<file path="src/rtl/dpram_fifo_ctrl.sv">
// FIFO controller wrapped around a dual-port RAM with a registered read.
// An output register plus a one-entry skid buffer present the data as a first-word-fall-through stream.
module dpram_fifo_ctrl #(
  parameter int DATA_WIDTH = 8,
  parameter int ADDR_WIDTH = 8,
  parameter int DEPTH      = 8
) (
  input  logic                  clk,
  input  logic                  resetn,
  input  logic                  in_valid,
  output logic                  in_ready,
  input  logic [DATA_WIDTH-1:0] in_data,
  output logic                  out_valid,
  input  logic                  out_ready,
  output logic [DATA_WIDTH-1:0] out_data,
  output logic [ADDR_WIDTH+1:0] count,
  output logic                  ram_we1,
  output logic [ADDR_WIDTH-1:0] ram_addr1,
  output logic [DATA_WIDTH-1:0] ram_data1,
  output logic                  ram_we2,
  output logic [ADDR_WIDTH-1:0] ram_addr2,
  output logic [DATA_WIDTH-1:0] ram_data2,
  input  logic [DATA_WIDTH-1:0] ram_out2
);

  localparam logic [ADDR_WIDTH:0]   FULL_CNT = (ADDR_WIDTH+1)'(DEPTH);
  localparam logic [ADDR_WIDTH-1:0] LAST_PTR = ADDR_WIDTH'(DEPTH - 1);

  logic [ADDR_WIDTH-1:0] wptr;
  logic [ADDR_WIDTH-1:0] rptr;
  logic [ADDR_WIDTH:0]   ram_cnt;
  logic                  rd_pend;
  logic                  skid_valid;
  logic [DATA_WIDTH-1:0] skid_data;

  logic       push;
  logic       pop;
  logic       issue;
  logic [1:0] occ;

  function automatic logic [ADDR_WIDTH-1:0] next_ptr(input logic [ADDR_WIDTH-1:0] p);
    return (p == LAST_PTR) ? '0 : p + ADDR_WIDTH'(1);
  endfunction

  assign in_ready  = (ram_cnt != FULL_CNT);
  assign push      = in_valid && in_ready;
  assign pop       = out_valid && out_ready;

  // Only read when the word will have somewhere to land: out slot or skid.
  assign occ       = {1'b0, out_valid} + {1'b0, skid_valid} + {1'b0, rd_pend};
  assign issue     = (ram_cnt != '0) && (occ <= ({1'b0, pop} + 2'd1));

  assign ram_we1   = push;
  assign ram_addr1 = wptr;
  assign ram_data1 = in_data;
  assign ram_we2   = 1'b0;
  assign ram_addr2 = rptr;
  assign ram_data2 = '0;

  assign count = {1'b0, ram_cnt} + (ADDR_WIDTH+2)'(rd_pend)
               + (ADDR_WIDTH+2)'(out_valid) + (ADDR_WIDTH+2)'(skid_valid);

  always_ff @(posedge clk or negedge resetn) begin
    if (!resetn) begin
      wptr    <= '0;
      rptr    <= '0;
      ram_cnt <= '0;
      rd_pend <= 1'b0;
    end else begin
      if (push)
        wptr <= next_ptr(wptr);
      if (issue)
        rptr <= next_ptr(rptr);
      rd_pend <= issue;
      if (push && !issue)
        ram_cnt <= ram_cnt + (ADDR_WIDTH+1)'(1);
      else if (!push && issue)
        ram_cnt <= ram_cnt - (ADDR_WIDTH+1)'(1);
    end
  end

  // The skid word is always older than a word arriving from the RAM.
  always_ff @(posedge clk or negedge resetn) begin
    if (!resetn) begin
      out_valid  <= 1'b0;
      out_data   <= '0;
      skid_valid <= 1'b0;
      skid_data  <= '0;
    end else begin
      if (pop && skid_valid) begin
        out_data <= skid_data;
        if (rd_pend)
          skid_data <= ram_out2;
        else
          skid_valid <= 1'b0;
      end else if (!out_valid || pop) begin
        if (rd_pend) begin
          out_data  <= ram_out2;
          out_valid <= 1'b1;
        end else if (pop) begin
          out_valid <= 1'b0;
        end
      end else if (rd_pend) begin
        skid_data  <= ram_out2;
        skid_valid <= 1'b1;
      end
    end
  end

endmodule
</file>
<file path="config.mk">
export PLATFORM = sky130hd
export DESIGN_NAME = dpram_fifo_ctrl
export DESIGN_NICKNAME = d
export VERILOG_FILES = /design/src/rtl/dpram_fifo_ctrl.sv
export SDC_FILE = /design/constraint.sdc
export NUM_CORES = 1
export LEC_CHECK = 0
export BUFFER_PORTS_ARGS = -buffer_cell sky130_fd_sc_hd__buf_2
export CORE_MARGIN = 2
export CORE_UTILIZATION = 27
export CTS_CLUSTER_SIZE = 30
export DETAILED_ROUTE_END_ITERATION = 10
export SYNTH_ARGS = -nofsm -noshare
export SYNTH_HDL_FRONTEND = slang
export SYNTH_SLANG_ARGS = --single-unit
</file>
<file path="constraint.sdc">
create_clock -name clk -period 7 [get_ports clk]
set_input_delay 0.7 -clock clk [delete_from_list [all_inputs] [get_ports clk]]
set_output_delay 0.7 -clock clk [all_outputs]
set_load 0.02 [all_outputs]
</file>
==> results of run 1 <==
cell families (layout without fill, tap and decap cells):
logic type               count (synthesis)  after routing
XOR/XNOR                                23             23
AND/OR/NAND/NOR                         82             82
buffers and inverters                   32             68
adder cells (fa/ha/maj)                 18             18
other                                    1              9
AO/OA/AOI/OAI                           51             51
multiplexers                            17             17
flip-flops                              44             44
flip-flops by register name, indices dropped and copies added, names as in the netlist:
signal	cells
ram_cnt	9
out_valid	1
out_data	8
rd_pend	1
skid_data	8
ram_addr1	8
skid_valid	1
ram_addr2	8
layout by cell type (no fill, tap or decap), types with 9 or more instances in the layout:
cell | netlist | layout
mux2_2 | 9 | 9
xnor2_1 | 13 | 13
dfrtp_1 | 44 | 44
o21ai_0 | 20 | 20
conb_1 | 1 | 9
inv_1 | 10 | 10
buf_2 | 0 | 48
ha_1 | 14 | 14
xor2_1 | 10 | 10
nand2_1 | 37 | 37
layer usage:
layer	up-vias	part of all wire, %
met5	-	0
met4	0	1.7
met3	8	4.4
met2	49	46
met1	937	48
li1	1003	-
area by class of cell:
cell class	instances	area, um^2	area share, %
Multi-Input combinational cell	200	1409	45.70
Sequential cell	44	1101	35.71
Timing Repair Buffer	48	240.2	7.792
Tap cell	133	166.4	5.398
Clock buffer	6	82.58	2.679
Inverter	12	45.04	1.461
Clock inverter	2	38.79	1.258
metrics by stage:
step	hold slack [ps]	setup WS [ps]	area, um^2	std cells
finish	479.2	3272	3083	445
global route	521.2	2855	3083	445
CTS	488.7	3223	3083	445
detailed placement	468.5	3265	2962	437
global placement	456.9	3339	2962	437
floorplan	404.4	3478	2694	276
worst max-delay path, cell delays in order (launching register included):
cell	delay (ps)
dfrtp_1	490
fa_1	570
inv_1	40
ha_1	270
nand2_1	60
o21ai_0	90
o21ai_2	130
ha_1	350
inv_1	200
ha_1	370
nor2b_1	160
o31a_1	280
o211ai_1	220
a21oi_1	90
o41ai_1	290
how the worst min path moves through the flow:
stage	cells past startpoint	slack (ps)	endpoint	startpoint
3_5_place_dp	2	470	out_data[5]$_DFFE_PN0P_	out_data[5]$_DFFE_PN0P_
4_1_cts	2	490	out_data[5]$_DFFE_PN0P_	out_data[5]$_DFFE_PN0P_
2_1_floorplan	0	400	out_data[0]$_DFFE_PN0P_	resetn
3_3_place_gp	2	460	out_data[0]$_DFFE_PN0P_	out_data[0]$_DFFE_PN0P_
5_1_grt	2	520	out_data[3]$_DFFE_PN0P_	out_data[3]$_DFFE_PN0P_
6_report	2	480	out_data[5]$_DFFE_PN0P_	out_data[5]$_DFFE_PN0P_
==> report_table.html, run 1 <==
<table>
<tr><th>Metric</th><th>Value</th></tr>
<tr><th colspan="2">Outcome</th></tr>
<tr><td>Status</td><td>completed</td></tr>
<tr><th colspan="2">Global routing</th></tr>
<tr><td>Vias in the first global route</td><td>1851</td></tr>
<tr><td>Met3 track demand over resource in global routing</td><td>2.554%</td></tr>
<tr><td>Overall global routing resource usage</td><td>10.64%</td></tr>
<tr><td>Wire length of the first global-routing pass</td><td>8707 um</td></tr>
<tr><td>Global routing met1 resource utilization</td><td>13.61%</td></tr>
<tr><td>Antenna violations before repair</td><td>0</td></tr>
<tr><td>Residual overflow from global routing</td><td>0</td></tr>
<tr><td>Fraction of met2 tracks used by global routing</td><td>17.13%</td></tr>
<tr><td>Pin count of the biggest net entering global routing</td><td>45</td></tr>
<tr><td>Routing layer with the top usage in global route</td><td>met2</td></tr>
<tr><th colspan="2">Route</th></tr>
<tr><td>Number of vias per cell after detailed routing</td><td>4.488</td></tr>
<tr><td>Number of remaining DRC errors</td><td>0</td></tr>
<tr><td>Remaining antenna violation count after routing</td><td>0</td></tr>
<tr><td>1st-pass router iterations</td><td>4</td></tr>
<tr><td>Overall via count from detail_route</td><td>1997</td></tr>
<tr><td>Total detailed-routing wirelength</td><td>5446 um</td></tr>
<tr><td>First-iteration detailed-routing DRC count</td><td>55</td></tr>
<tr><td>Mean routed wirelength per cell</td><td>12.24 um</td></tr>
<tr><th colspan="2">Setup path</th></tr>
<tr><td>Endpoint of the worst setup timing path</td><td>ram_cnt[8]$_DFFE_PN0P_</td></tr>
<tr><td>FF-to-FF path depth</td><td>14</td></tr>
<tr><td>Setup CP Type</td><td>flip-flop to flip-flop</td></tr>
<tr><td>Type of origin of the critical path</td><td>flip-flop</td></tr>
<tr><td>CP Data Arrival Time</td><td>3920 ps</td></tr>
<tr><td>Worst R2R Setup Slack</td><td>3270 ps</td></tr>
<tr><td>Worst setup path startpoint</td><td>out_valid$_DFFE_PN0P_</td></tr>
<tr><td>Endpoint of the lowest-slack register-to-register path</td><td>ram_cnt[8]$_DFFE_PN0P_</td></tr>
<tr><td>FF-to-FF Start</td><td>out_valid$_DFFE_PN0P_</td></tr>
<tr><td>Crit path max fanout</td><td>9</td></tr>
<tr><td>CP Capture Type</td><td>flip-flop</td></tr>
<tr><td>Required time of the critical path</td><td>7190 ps</td></tr>
<tr><th colspan="2">Die</th></tr>
<tr><td>Die Area</td><td>10680 um^2</td></tr>
<tr><td>Initial standard-cell utilization of the core</td><td>27.51%</td></tr>
<tr><td>Chip Width</td><td>103.3 um</td></tr>
<tr><td>Die Height</td><td>103.3 um</td></tr>
<tr><td>Number of ports placed on the die boundary</td><td>74</td></tr>
<tr><td>Floorplan row count</td><td>36</td></tr>
<tr><td>Floorplan Core Area</td><td>9684 um^2</td></tr>
<tr><th colspan="2">Yosys</th></tr>
<tr><td>Top area cells in the synthesized netlist</td><td>dfrtp_1 (41%), ha_1 (6.6%), nand2_1 (5.2%)</td></tr>
<tr><td>Multiplexer fraction of the synthesized cell area</td><td>6.811%</td></tr>
<tr><td>Most area-hungry cell type in the Yosys netlist</td><td>dfrtp_1</td></tr>
<tr><td>Area fraction of the dominant cell type after synthesis</td><td>41.33%</td></tr>
<tr><td>Largest family of logic cells by synthesized area</td><td>simple AND/OR/NAND/NOR gates</td></tr>
<tr><td>Count of warnings emitted by yosys</td><td>0</td></tr>
<tr><td>Fraction of synthesized cell area in xor and xnor cells</td><td>7.562%</td></tr>
<tr><td>Fraction of the mapped netlist area in adder cells</td><td>9.582%</td></tr>
<tr><td>Fraction of registers with async set/reset</td><td>100.0%</td></tr>
<tr><td>Mean instance size in the synthesized netlist</td><td>9.940 um^2</td></tr>
<tr><td>Most frequent cell after synthesis</td><td>dfrtp_1</td></tr>
<tr><td>Number of synthesized flops with an enable pin</td><td>0</td></tr>
<tr><td>Synthesized-area fraction occupied by and/or/nand/nor cells</td><td>15.31%</td></tr>
<tr><td>Register area share after synthesis</td><td>41.33%</td></tr>
<tr><td>Library cells used by synthesis</td><td>42</td></tr>
<tr><td>Most used flip-flop cell after synthesis</td><td>dfrtp_1</td></tr>
<tr><td>List of most frequent post-synthesis cells</td><td>dfrtp_1 (44), nand2_1 (37), o21ai_0 (20)</td></tr>
<tr><td>Flip-flop and latch count after synthesis</td><td>44</td></tr>
<tr><td>Post-synthesis compound-gate area fraction</td><td>12.35%</td></tr>
<tr><td>Synthesized netlist cell count</td><td>268</td></tr>
<tr><td>Netlist area before placement</td><td>2664 um^2</td></tr>
<tr><th colspan="2">Clocking</th></tr>
<tr><td>CTS tree</td><td>yes</td></tr>
<tr><td>Clock latency of the later-clocked register in the worst-skew pair</td><td>290 ps</td></tr>
<tr><td>Clk slew on worst S/H paths</td><td>80 ps</td></tr>
<tr><td>Count of hold buffers inserted by post-cts repair</td><td>0</td></tr>
<tr><td>Number of sinks on the clock net</td><td>44</td></tr>
<tr><td>Count of H-tree levels built during CTS</td><td>2</td></tr>
<tr><td>Largest buffer count on any clock path</td><td>2</td></tr>
<tr><td>Clock root buffer master</td><td>clkbuf_8</td></tr>
<tr><td>Buffer count from post-CTS setup fixing</td><td>0</td></tr>
<tr><td>PostCTS Resize Cnt</td><td>0</td></tr>
<tr><td>Clock buffers created by TritonCTS</td><td>5</td></tr>
<tr><th colspan="2">STA</th></tr>
<tr><td>Shortest period the worst path allows</td><td>3728 ps</td></tr>
<tr><td>Period utilisation layout</td><td>53.26%</td></tr>
<tr><td>Fin. Hold Viols</td><td>0</td></tr>
<tr><td>RSZ-0062 raised after global routing</td><td>false</td></tr>
<tr><td>Clock tree skew after final layout</td><td>5.546 ps</td></tr>
<tr><td>Worst Tran Pin Value</td><td>1076 ps</td></tr>
<tr><td>Setup TNS after final layout</td><td>0 ps</td></tr>
<tr><td>Count of final max-slew check failures</td><td>0</td></tr>
<tr><td>Setup violations, final</td><td>0</td></tr>
<tr><td>Normalized max-slew margin</td><td>28.25%</td></tr>
<tr><td>Highest Clock Rate</td><td>268.2 MHz</td></tr>
<tr><th colspan="2">Place</th></tr>
<tr><td>Detailed Place HPWL</td><td>4111 um</td></tr>
<tr><td>Buffers added on ports</td><td>48</td></tr>
<tr><td>Last weighted congestion value of the routability-driven placer</td><td>0.8784</td></tr>
<tr><th colspan="2">Cells and area</th></tr>
<tr><td>Filler cells</td><td>993</td></tr>
<tr><td>Layout cells sized above 1</td><td>23.72%</td></tr>
<tr><td>Final #Nets</td><td>349</td></tr>
<tr><td>End-of-flow core utilization</td><td>31.83%</td></tr>
<tr><td>Diode insertion count for antenna repair</td><td>0</td></tr>
<tr><td>Area added between synthesis and finish</td><td>15.74%</td></tr>
<tr><th colspan="2">Hold path</th></tr>
<tr><td>Class of the tightest hold or removal check</td><td>flip-flop to flip-flop</td></tr>
<tr><th colspan="2">Flow run</th></tr>
<tr><td>Number of max-capacitance violations reported</td><td>0</td></tr>
</table>
Power of run 1 is left out: the tool's default activity adds up to more than one toggle a clock period on the data nets, which glitch-free logic cannot reach.
==> inputs of run 2 (changes only) <==
--- a/config.mk
+++ b/config.mk
@@ -5,6 +5,7 @@
 export SDC_FILE = /design/constraint.sdc
 export NUM_CORES = 1
 export LEC_CHECK = 0
+export ABC_AREA = 1
 export BUFFER_PORTS_ARGS = -buffer_cell sky130_fd_sc_hd__buf_2
 export CORE_MARGIN = 2
 export CORE_UTILIZATION = 27
==> constraint.sdc (replaced) <==
create_clock -name clk -period 3 [get_ports clk]
set_input_delay 0.3 -clock clk [delete_from_list [all_inputs] [get_ports clk]]
set_output_delay 0.3 -clock clk [all_outputs]
set_load 0.02 [all_outputs]
==> run 2 against run 1 <==
Non-clock buffer count is 6 higher. Synthesized cell count rose by 36%. Sequential cell count did not move. Critical path depth shrank 5. Setup slack worse by 3200 ps. Clock-buffer cell count shrank 1. Via count is 18% higher. Sequential share of layout area down 3.0 points. Cell count grew 24%. Global-route usage increased by 0.23 points. Critical path type is now flip-flop to output pin. Critical endpoint is now count[6].
==> report_table.html, run 2 <==
<table>
<tr><th>Metric</th><th>Value</th></tr>
<tr><th colspan="2">Outcome</th></tr>
<tr><td>Status</td><td>completed</td></tr>
<tr><th colspan="2">Setup path</th></tr>
<tr><td>Worst R2R Setup Slack</td><td>190 ps</td></tr>
<tr><td>Setup CP Type</td><td>flip-flop to output pin</td></tr>
<tr><td>CP Data Arrival Time</td><td>2590 ps</td></tr>
<tr><td>FF-to-FF Start</td><td>rd_pend$_DFF_PN0_</td></tr>
<tr><td>Crit path max fanout</td><td>5</td></tr>
<tr><td>FF-to-FF path depth</td><td>14</td></tr>
<tr><td>Type of origin of the critical path</td><td>flip-flop</td></tr>
<tr><td>CP Capture Type</td><td>output pin</td></tr>
<tr><td>Required time of the critical path</td><td>2700 ps</td></tr>
<tr><td>Endpoint of the lowest-slack register-to-register path</td><td>ram_cnt[3]$_DFFE_PN0P_</td></tr>
<tr><th colspan="2">Cells and area</th></tr>
<tr><td>Leading cell type in the layout, fill and taps excluded</td><td>nand2_1</td></tr>
<tr><td>Biggest register</td><td>ram_cnt</td></tr>
<tr><td>Layout cells sized above 1</td><td>22.57%</td></tr>
<tr><td>Flip-flop and latch area</td><td>1104 um^2</td></tr>
<tr><td>Commonest cells after routing, fill and taps aside</td><td>nand2_1 (102), inv_1 (49), buf_2 (46)</td></tr>
<tr><td>Final #Nets</td><td>449</td></tr>
<tr><td>Filler cells</td><td>1153</td></tr>
<tr><td>Max FFs per register</td><td>9</td></tr>
<tr><td>Diode insertion count for antenna repair</td><td>0</td></tr>
<tr><td>Area of the multi-input gates</td><td>1495 um^2</td></tr>
<tr><td>Post-route cell area</td><td>3371 um^2</td></tr>
<tr><td>Area added between synthesis and finish</td><td>15.23%</td></tr>
<tr><td>End-of-flow core utilization</td><td>31.51%</td></tr>
<tr><td>Final instance count without filler cells</td><td>552</td></tr>
<tr><th colspan="2">Die</th></tr>
<tr><td>Floorplan row count</td><td>38</td></tr>
<tr><td>Chip Width</td><td>108.1 um</td></tr>
<tr><td>Floorplan Core Area</td><td>10700 um^2</td></tr>
<tr><td>Initial standard-cell utilization of the core</td><td>27.35%</td></tr>
<tr><td>Number of ports placed on the die boundary</td><td>74</td></tr>
<tr><td>Die Area</td><td>11680 um^2</td></tr>
<tr><td>Die Height</td><td>108.1 um</td></tr>
<tr><th colspan="2">Yosys</th></tr>
<tr><td>Mean instance size in the synthesized netlist</td><td>8.015 um^2</td></tr>
<tr><td>Register area share after synthesis</td><td>37.64%</td></tr>
<tr><td>List of most frequent post-synthesis cells</td><td>nand2_1 (102), inv_1 (50), dfrtp_1 (44)</td></tr>
<tr><td>Fraction of registers with async set/reset</td><td>100.0%</td></tr>
<tr><td>Netlist area before placement</td><td>2925 um^2</td></tr>
<tr><td>Area fraction of the dominant cell type after synthesis</td><td>37.64%</td></tr>
<tr><td>Number of synthesized flops with an enable pin</td><td>0</td></tr>
<tr><td>Top area cells in the synthesized netlist</td><td>dfrtp_1 (38%), nand2_1 (13%), inv_1 (6.4%)</td></tr>
<tr><td>Synthesized netlist cell count</td><td>365</td></tr>
<tr><td>Most area-hungry cell type in the Yosys netlist</td><td>dfrtp_1</td></tr>
<tr><td>Library cells used by synthesis</td><td>31</td></tr>
<tr><td>Most used flip-flop cell after synthesis</td><td>dfrtp_1</td></tr>
<tr><td>Count of warnings emitted by yosys</td><td>0</td></tr>
<tr><td>Flip-flop and latch count after synthesis</td><td>44</td></tr>
<tr><td>Most frequent cell after synthesis</td><td>nand2_1</td></tr>
<tr><th colspan="2">Clocking</th></tr>
<tr><td>Clk slew on worst S/H paths</td><td>100 ps</td></tr>
<tr><td>Largest buffer count on any clock path</td><td>2</td></tr>
<tr><td>Number of sinks on the clock net</td><td>44</td></tr>
<tr><td>Clock root buffer master</td><td>clkbuf_8</td></tr>
<tr><td>Clock buffers created by TritonCTS</td><td>5</td></tr>
<tr><td>Count of H-tree levels built during CTS</td><td>2</td></tr>
<tr><td>Clock latency of the later-clocked register in the worst-skew pair</td><td>300 ps</td></tr>
<tr><td>CTS tree</td><td>yes</td></tr>
<tr><th colspan="2">Place</th></tr>
<tr><td>Last weighted congestion value of the routability-driven placer</td><td>0.8320</td></tr>
<tr><td>Number of placed instances with taps included</td><td>543</td></tr>
<tr><td>Buffers added on ports</td><td>48</td></tr>
<tr><td>Post-place setup slack</td><td>119.8 ps</td></tr>
<tr><td>Placed Area</td><td>3231 um^2</td></tr>
<tr><td>Detailed Place HPWL</td><td>4599 um</td></tr>
<tr><th colspan="2">Route</th></tr>
<tr><td>Overall via count from detail_route</td><td>2354</td></tr>
<tr><td>Mean routed wirelength per cell</td><td>10.87 um</td></tr>
<tr><td>1st-pass router iterations</td><td>4</td></tr>
<tr><td>Remaining antenna violation count after routing</td><td>0</td></tr>
<tr><td>Total detailed-routing wirelength</td><td>5999 um</td></tr>
<tr><td>Number of vias per cell after detailed routing</td><td>4.264</td></tr>
<tr><td>First-iteration detailed-routing DRC count</td><td>62</td></tr>
<tr><td>Number of remaining DRC errors</td><td>0</td></tr>
<tr><th colspan="2">Global routing</th></tr>
<tr><td>Global routing met1 resource utilization</td><td>15.34%</td></tr>
<tr><td>Fraction of met2 tracks used by global routing</td><td>16.80%</td></tr>
<tr><td>Residual overflow from global routing</td><td>0</td></tr>
<tr><td>Met3 track demand over resource in global routing</td><td>1.869%</td></tr>
<tr><td>Antenna violations before repair</td><td>0</td></tr>
<tr><td>Routing layer with the top usage in global route</td><td>met2</td></tr>
<tr><td>Overall global routing resource usage</td><td>10.87%</td></tr>
<tr><td>Wire length of the first global-routing pass</td><td>10240 um</td></tr>
<tr><td>Pin count of the biggest net entering global routing</td><td>29</td></tr>
<tr><td>Vias in the first global route</td><td>2155</td></tr>
<tr><th colspan="2">STA</th></tr>
<tr><td>Setup violations, final</td><td>0</td></tr>
<tr><td>Shortest period the worst path allows</td><td>2889 ps</td></tr>
<tr><td>Normalized max-slew margin</td><td>54.93%</td></tr>
<tr><td>Fin. Hold Viols</td><td>0</td></tr>
<tr><td>Period utilisation layout</td><td>96.31%</td></tr>
<tr><td>Final critical-path setup slack</td><td>110.8 ps</td></tr>
<tr><td>Clock tree skew after final layout</td><td>9.638 ps</td></tr>
<tr><td>RSZ-0062 raised after global routing</td><td>true</td></tr>
<tr><td>Highest Clock Rate</td><td>346.1 MHz</td></tr>
<tr><td>Worst Tran Pin Value</td><td>676.0 ps</td></tr>
<tr><td>Count of final max-slew check failures</td><td>0</td></tr>
<tr><th colspan="2">Flow run</th></tr>
<tr><td>Number of max-capacitance violations reported</td><td>0</td></tr>
<tr><th colspan="2">Hold path</th></tr>
<tr><td>Class of the tightest hold or removal check</td><td>input port to asynchronous set/reset pin</td></tr>
</table>
==> run 2: changes by cell type after synthesis, moves of 5 or more <==
cell / change
nand2_1: +65
inv_1: +40
nand3_1: +13
o21ai_2: +11
xnor2_1: -11
mux2_2: -9
nor2_1: +9
o21ai_0: -9
mux2i_1: -8
xor2_1: +7
o21ai_1: +5
==> run 2: worst max-delay path by stage <==
| stage | from | to | slack, ps | cells past startpoint |
|---|---|---|---|---|
| 6_report | out_valid$_DFFE_PN0P_ | count[6] | 110 | 9 |
| 5_1_grt | out_valid$_DFFE_PN0P_ | count[8] | -70 | 9 |
| 2_1_floorplan | out_valid$_DFFE_PN0P_ | ram_cnt[4]$_DFFE_PN0P_ | 40 | 14 |
| 4_1_cts | out_valid$_DFFE_PN0P_ | count[8] | 90 | 9 |
| 3_5_place_dp | rd_pend$_DFF_PN0_ | ram_cnt[3]$_DFFE_PN0P_ | 120 | 13 |
| 3_3_place_gp | rd_pend$_DFF_PN0_ | ram_cnt[4]$_DFFE_PN0P_ | 190 | 13 |
==> run 2: cell type report <==
| cell class | instances | area share [%] |
|---|---|---|
| clock inverter | 3 | 1.373 |
| inverter | 51 | 5.679 |
| sequential | 44 | 32.74 |
| clock buffer | 5 | 2.042 |
| multi-input combinational | 255 | 44.36 |
| tap | 140 | 5.197 |
| timing repair buffer | 54 | 8.612 |
==> run 2: timing repair <==
action	4_1_cts	5_1_grt
buffers inserted	0	1
endpoints found under the setup margin	0	7
resized for setup	0	6
hold buffers	0	0
==> run 2: logic make-up (layout without fill, tap and decap cells) <==
logic type | count (synthesis) | after routing | synth area share [%]
AOI/OAI and AO/OA | 47 | 47 | 10.56
and+or+nand+nor | 162 | 162 | 24.17
xor gates and xnor gates | 19 | 19 | 5.689
adders and majority gates | 18 | 18 | 8.726
other | 1 | 9 | 0.1282
DFF | 44 | 44 | 37.64
buffers and inverters | 74 | 113 | 13.09
==> run 2: critical path: stages (launching register included) <==
cell and delay, ps:
dfrtp_2 420, buf_4 160, fa_1 530, ha_1 180, fa_2 230, nand3_2 110, nor3_2 230, buf_4 140
xor2_1 140, buf_4 160
==> run 2: stage by stage <==
stage,hold WS [ps],TNS (ps)
after floorplan,4.409,0
after global placement,373.5,0
after detailed placement,394.3,0
after CTS,59.39,0
after global routing,68.43,-90.82
final,30.34,0
==> run 2: metal layers <==
metal	vias up	part of all wire, %
met3	4	4.9
met1	1074	49
met2	52	45
met5	-	0
li1	1224	-
met4	0	1.2
Power of run 2 is left out for the same reason.
